`src/rtl/serial_add_pkg.sv`:
```
// ============================================================================
//  Module      : serial_add_pkg
//  Description : Shared state encoding and counter-width helper for the
//                bit-serial addition controller.
//  Revision    : 1.0 - initial release
// ============================================================================
`default_nettype none

package serial_add_pkg;

    typedef enum logic [1:0] {
        IDLE = 2'd0,
        RUN  = 2'd1,
        DONE = 2'd2
    } state_t;

    // Bit counter must hold 0..WIDTH without wrapping.
    function automatic int cnt_width(input int width);
        return $clog2(width + 1);
    endfunction

endpackage

`default_nettype wire

```
`src/rtl/FA.sv`:
```
// ============================================================================
//  Module      : FA
//  Description : Single-bit full-adder cell with propagate output.
//  Revision    : 1.0 - initial release
// ============================================================================
`default_nettype none

module FA (
    input  logic a,
    input  logic b,
    input  logic Cin,
    output logic Cout,
    output logic P,
    output logic S
);

    assign P    = a ^ b;
    assign S    = P ^ Cin;
    assign Cout = (a & b) | (P & Cin);

endmodule

`default_nettype wire

```
`src/rtl/serial_add_ctrl.sv`:
```
// ============================================================================
//  Module      : serial_add_ctrl
//  Description : Bit-serial adder controller time-sharing one FA cell, LSB
//                first. Optional subtract mode under macro SERIAL_SUB_EN.
//  Revision    : 1.0 - initial release
// ============================================================================
`default_nettype none

module serial_add_ctrl
    import serial_add_pkg::*;
#(
    parameter int WIDTH = 8
) (
    input  logic             clk,
    input  logic             rst,
    input  logic             start,
    input  logic [WIDTH-1:0] a_in,
    input  logic [WIDTH-1:0] b_in,
    input  logic             cin_in,
`ifdef SERIAL_SUB_EN
    input  logic             sub,
`endif
    output logic             ready,
    output logic             busy,
    output logic             done,
    output logic [WIDTH-1:0] sum,
    output logic             cout,
    output logic             p_all
);

    localparam int                c_cnt_w = cnt_width(WIDTH);
    localparam logic [c_cnt_w-1:0] c_last = c_cnt_w'(WIDTH - 1);
    localparam logic [c_cnt_w-1:0] c_one  = c_cnt_w'(1);

    state_t             r_state;
    state_t             w_state_nxt;
    logic [WIDTH-1:0]   r_a_sh;
    logic [WIDTH-1:0]   r_b_sh;
    logic [c_cnt_w-1:0] r_cnt;
    logic               r_carry;
    logic               r_pacc;
    logic               w_accept;
    logic               w_last;
    logic               w_b_fa;
    logic               w_cout;
    logic               w_p;
    logic               w_s;
    logic [WIDTH-1:0]   w_result;

    assign w_accept = start && ((r_state == IDLE) || (r_state == DONE));
    assign w_last   = (r_state == RUN) && (r_cnt == c_last);

    assign ready = (r_state == IDLE) || (r_state == DONE);
    assign busy  = (r_state == RUN);
    assign done  = (r_state == DONE);

    always_ff @(posedge clk or posedge rst) begin
        if (rst) r_state <= IDLE;
        else     r_state <= w_state_nxt;
    end

    always_comb begin
        w_state_nxt = r_state;
        case (r_state)
            IDLE:    if (start) w_state_nxt = RUN;
            RUN:     if (r_cnt == c_last) w_state_nxt = DONE;
            DONE:    w_state_nxt = start ? RUN : IDLE;
            default: w_state_nxt = IDLE;
        endcase
    end

`ifdef SERIAL_SUB_EN
    logic r_sub;

    always_ff @(posedge clk or posedge rst) begin
        if (rst)           r_sub <= 1'b0;
        else if (w_accept) r_sub <= sub;
    end

    // Subtract is A + ~B + 1; the +1 comes in as the initial carry.
    assign w_b_fa = r_b_sh[0] ^ r_sub;

    function automatic logic init_carry(input logic s, input logic c);
        return s ? 1'b1 : c;
    endfunction
`else
    assign w_b_fa = r_b_sh[0];

    function automatic logic init_carry(input logic s, input logic c);
        return s | c;
    endfunction
`endif

    FA u_fa (
        .a    (r_a_sh[0]),
        .b    (w_b_fa),
        .Cin  (r_carry),
        .Cout (w_cout),
        .P    (w_p),
        .S    (w_s)
    );

    // Only WIDTH-1 sum bits need storing; the final bit is taken straight
    // from the cell on the completing edge.
    generate
        if (WIDTH == 1) begin : g_work_w1
            assign w_result = w_s;
        end else begin : g_work_wn
            logic [WIDTH-2:0] r_work;

            assign w_result = {w_s, r_work};

            always_ff @(posedge clk or posedge rst) begin
                if (rst)                  r_work <= '0;
                else if (r_state == RUN)  r_work <= w_result[WIDTH-1:1];
            end
        end
    endgenerate

    always_ff @(posedge clk or posedge rst) begin
        if (rst) begin
            r_a_sh  <= '0;
            r_b_sh  <= '0;
            r_cnt   <= '0;
            r_carry <= 1'b0;
            r_pacc  <= 1'b0;
            sum     <= '0;
            cout    <= 1'b0;
            p_all   <= 1'b0;
        end else begin
            if (w_accept) begin
                r_a_sh  <= a_in;
                r_b_sh  <= b_in;
                r_cnt   <= '0;
`ifdef SERIAL_SUB_EN
                r_carry <= init_carry(sub, cin_in);
`else
                r_carry <= init_carry(1'b0, cin_in);
`endif
                r_pacc  <= 1'b1;
            end else if (r_state == RUN) begin
                r_a_sh  <= r_a_sh >> 1;
                r_b_sh  <= r_b_sh >> 1;
                r_cnt   <= r_cnt + c_one;
                r_carry <= w_cout;
                r_pacc  <= r_pacc & w_p;
            end
            if (w_last) begin
                sum   <= w_result;
                cout  <= w_cout;
                p_all <= r_pacc & w_p;
            end
        end
    end

endmodule

`default_nettype wire
```
`config.mk`:
```
export PLATFORM = sky130hd
export DESIGN_NAME = serial_add_ctrl
export DESIGN_NICKNAME = d
export VERILOG_FILES = /design/src/rtl/serial_add_pkg.sv /design/src/rtl/FA.sv /design/src/rtl/serial_add_ctrl.sv
export SDC_FILE = /design/constraint.sdc
export NUM_CORES = 1
export LEC_CHECK = 0
export CAP_MARGIN = 20
export CORE_MARGIN = 2
export CORE_UTILIZATION = 55
export CTS_CLUSTER_SIZE = 30
export DETAILED_ROUTE_END_ITERATION = 7
export MAX_ROUTING_LAYER = met4
export PLACE_DENSITY = 0.89
export SETUP_SLACK_MARGIN = 0.4
export SLEW_MARGIN = 20
export SYNTH_ARGS = -nofsm -noshare
export SYNTH_HDL_FRONTEND = slang
export SYNTH_SLANG_ARGS = --single-unit
```
`constraint.sdc`:
```
create_clock -name clk -period 2.8 [get_ports clk]
set_clock_uncertainty 0.05 [all_clocks]
set_input_delay 0.56 -clock clk [delete_from_list [all_inputs] [get_ports clk]]
set_output_delay 0.56 -clock clk [all_outputs]
set_load 0.01 [all_outputs]
```
==> results summary <==
The power share of the sequential group is 0.457. The number of hold-repair buffers added at the cts stage came out at 0. The maximum achievable frequency came out at 474 MHz. Setup violations remaining at the end of the flow were counted as 0. During I/O placement, the number of pins put on the boundary was 33. After floorplanning, the core was divided into 20 placement rows. After detailed placement, the total cell area comes to 2080 µm².

The critical path goes through and2b_1, clkdlybuf4s50_1. The final wirelength is 3200 µm. The synthesized-area fraction occupied by ao, oa, aoi and oai cells is 0.0761.

The die is 60.3 µm tall. The post-route minimum period is 2.11 ns. The buffers inserted during post-CTS setup optimization came out at 0.

The cell count after placement is 234. Dividing the synthesized area by the synthesized cell count gives 10.5 µm². The combinational power share came out at 0.417. Of the total synthesized cell area, the portion taken by AND, OR, NAND and NOR gates is 0.185. The worst setup path is launched from a register. The growth of design area from synthesis to finish is 22.6%. The finished layout holds 242 standard cells, fillers aside.

The slowest stage of the critical path is the sky130_fd_sc_hd__clkdlybuf4s50_1 cell. The switching power summed over all nets is 845 µW. The area of all placed cells without fillers came out at 2130 µm².

Setup slack on the critical path of the routed design comes to 0.693 ns. The internal cell power is 1.41 mW. The total of buffers placed on input and output ports came out at 32. After synthesis, the largest family of logic cells by area is simple AND/OR/NAND/NOR gates.

In this run the critical register-to-register path is captured at sum[5]. The H-tree was split into 2 levels. The fraction of synthesized area in multiplexers came out at 0.0697.

TritonCTS built the clock tree. Clock latency on the worst-skew pair, taken at its later pin, is between 0.3 and 0.4 ns. The fraction of synthesized cell area in xor and xnor cells is 0.00503.

The area taken by flip-flops and latches is roughly 1000 µm². The die footprint is 3630 µm². The area inside the core boundary came out at around 3000 µm². The adder-cell area share of the yosys netlist came out at 0.0259. The number of flip-flops and latches in the synthesized netlist is 41. Of all nets on the critical path, the largest fanout is 6. The count of warnings emitted by yosys is 0. The peak supply drop came out at 0.000542 V. Summing all multi-input logic gate instances after layout gives 631 µm². The number of max-slew violations in the final report came out at 0. The number of design rule violations left after detail routing came out at 0.

The post-DP HPWL is ~2200 µm. The mapped netlist covers 1740 µm². The clock share of power is 0.126. The initial core utilization came out at 0.575. The class of the worst hold path is reg -> reg.

The areal power density over the cells came out at 1060 nW/µm². The post-route antenna net violation count is 0. The pin count of the biggest net entering global routing is between 40 and 50. The total negative setup slack is 0 ns. For this block, the initial DRC count from the detailed router was 60. In the layout the commonest cells are sky130_fd_sc_hd__nand2_1, sky130_fd_sc_hd__dfrtp_1, sky130_fd_sc_hd__clkdlybuf4s50_1, sky130_fd_sc_hd__mux2_2, sky130_fd_sc_hd__nor2_1. The number of enable-type register cells in the synthesized netlist came out at 0.

The via count normalized by instance count came out at between 5 and 6. The floorplan step set the die width to between 60 and 70 µm. Measured against its own limit, the worst slew margin works out to 0.449. Dividing the detail-routed wire length by the instance count gives 13.2 µm. The number of global-route vias before repair came out at 1254. The count of TritonRoute iterations in the first routing pass is 5. The initial antenna violation count is 0. The worst hold path cell count came out at 2. The sequential fraction of the synthesis area is 0.589. In this run the most critical hold path is launched from g_work_wn.r_work[3]. The most used flip-flop cell after synthesis is sky130_fd_sc_hd__dfrtp_1. The net count after synthesis is 189. In this run, post-CTS repair resized a total of 0 instances.

The number of clock buffers inserted by TritonCTS is 5. The total power came out at 2.26 mW. The path with the worst hold slack has its endpoint at g_work_wn.r_work[2]. The library cell used most frequently in the layout, excluding fill and tap cells, is sky130_fd_sc_hd__nand2_1. The clock sink count is 41. The total routing usage reported by global routing came out at 0.212. On the worst path, the slowest cell contributes a delay of 0.52 ns. The setup path with the least slack is of type reg -> out. The final number of hold-violating endpoints is 0. Counting along the longest clock path gives a buffer depth of 2. The ratio of final minimum period to clock period came out at 0.753. After global routing the overflow that remains totals 0. The setup slack of the most critical reg-to-reg path came out at around 1 ns. Setup repair after global routing left no endpoint under its margin. The total vias in the final route came out at 1284. For this run, asynchronously set or reset flops after synthesis account for 1.00. The fill cell instance count of the final layout came out at 220. The first global-routing pass estimated 5440 µm of wire.

The critical path required time is approximately 2.2 ns. The worst setup path is captured at an output pin. The clock-pin slew of the registers on the worst-case setup and hold paths came out at 0.12 ns.

The final layout contains 220 nets. Data arrives at the worst endpoint at 1.50 ns. Across the run, the number of max-cap violations was 0. The tree is rooted in a sky130_fd_sc_hd__clkbuf_4. The launch instance of the worst register-to-register path is r_state[1]. The fraction of layout instances using a drive strength above 1 is 0.111. The cell count of the worst reg-to-reg path is 4. The analysis attributes to cell leakage a power of 0.991 nW. The switching part of the total came out at 0.375.

The instance count of the mapped netlist came out at 166. The run finished with clean final reports. At the end of routability-driven placement, the weighted congestion stood at 0.743. The number of distinct library cells after synthesis is 25. Prior to clock tree synthesis, the placed netlist has a worst setup slack of approximately 0.76 ns. At the pin with the least slew margin, the transition time is 0.826 ns. The antenna diode count is 0.
[logic make-up after synthesis]
| family | count (synthesis) |
|---|---|
| adder cells (fa/ha/maj) | 3 |
| XOR/XNOR | 1 |
| AO/OA/AOI/OAI | 21 |
| buffers and inverters | 16 |
| flip-flops | 41 |
| AND/OR/NAND/NOR | 73 |
| multiplexers | 11 |
[worst max-delay path by stage]
| stage | start | to | slack [ns] |
|---|---|---|---|
| 2_1_floorplan | r_state[1] | busy | 1.17 |
| 3_3_place_gp | start | r_a_sh[0] | 0.81 |
| 3_5_place_dp | start | r_b_sh[5] | 0.76 |
| 4_1_cts | r_state[1] | busy | 0.48 |
| 5_1_grt | r_state[0] | done | 0.60 |
| 6_report | r_state[0] | done | 0.69 |
[power groups by stage]
stage | sequential [mW] | clock (mW) | combinational [mW]
finish | 1.03 | 0.284 | 0.940
CTS | 1.03 | 0.292 | 0.952
floorplan | 1.03 | 0 | 0.626
detailed placement | 1.04 | 0 | 0.948
global route | 1.07 | 0.321 | 1.06
global placement | 1.03 | 0 | 0.894
[sequential cells by signal, summed over array words and instances (netlist names)]
signal            count
p_all                 1
r_state               2
r_carry               1
g_work_wn.r_work      7
r_a_sh                8
cout                  1
sum                   8
r_pacc                1
r_b_sh                8
r_cnt                 4
[worst max-delay path, delay by kind of cell (launching register included)]
| kind | cells | cell delay (ns) |
|---|---|---|
| buffers and inverters | 1 | 0.52 |
| flip-flops | 1 | 0.44 |
| AND/OR/NAND/NOR | 1 | 0.20 |
[stage by stage]
stage | util | hold WS (ns)
after global routing | 0.705 | 0.485
after detailed placement | 0.686 | 0.429
after floorplan | - | 0.390
after global placement | 0.686 | 0.407
final | 0.705 | 0.456
after CTS | 0.704 | 0.458
[cell type report]
| class | instances | share of cell area |
|---|---|---|
| clock inverter | 3 | 0.00821 |
| timing repair buffer | 36 | 0.165 |
| tap | 44 | 0.0258 |
| clock buffer | 5 | 0.0176 |
| multi-input combinational | 109 | 0.295 |
| sequential | 41 | 0.481 |
| inverter | 4 | 0.00703 |
[layer usage]
| metal | GRT usage | vias up | part of all wire |
|---|---|---|---|
| li1 | - | 613 | - |
| met1 | 0.271 | 628 | 0.44 |
| met5 | - | - | 0 |
| met2 | 0.334 | 37 | 0.50 |
| met4 | 0.0730 | 0 | 0.011 |
| met3 | 0.0498 | 6 | 0.051 |
[synth_stat cells, types with 4 or more instances]
library cell,number,area share
sky130_fd_sc_hd__a22oi_1,7,0.030
sky130_fd_sc_hd__buf_2,5,0.014
sky130_fd_sc_hd__clkbuf_1,4,0.0086
sky130_fd_sc_hd__dfrtp_1,41,0.59
sky130_fd_sc_hd__inv_1,4,0.0086
sky130_fd_sc_hd__mux2_2,9,0.058
sky130_fd_sc_hd__nand2_1,43,0.093
sky130_fd_sc_hd__nand3_1,8,0.023
sky130_fd_sc_hd__nor2_1,9,0.019
sky130_fd_sc_hd__nor3_1,6,0.017
sky130_fd_sc_hd__o21ai_0,4,0.011
sky130_fd_sc_hd__o22ai_1,6,0.022
Power figures use the tool's default switching activity.
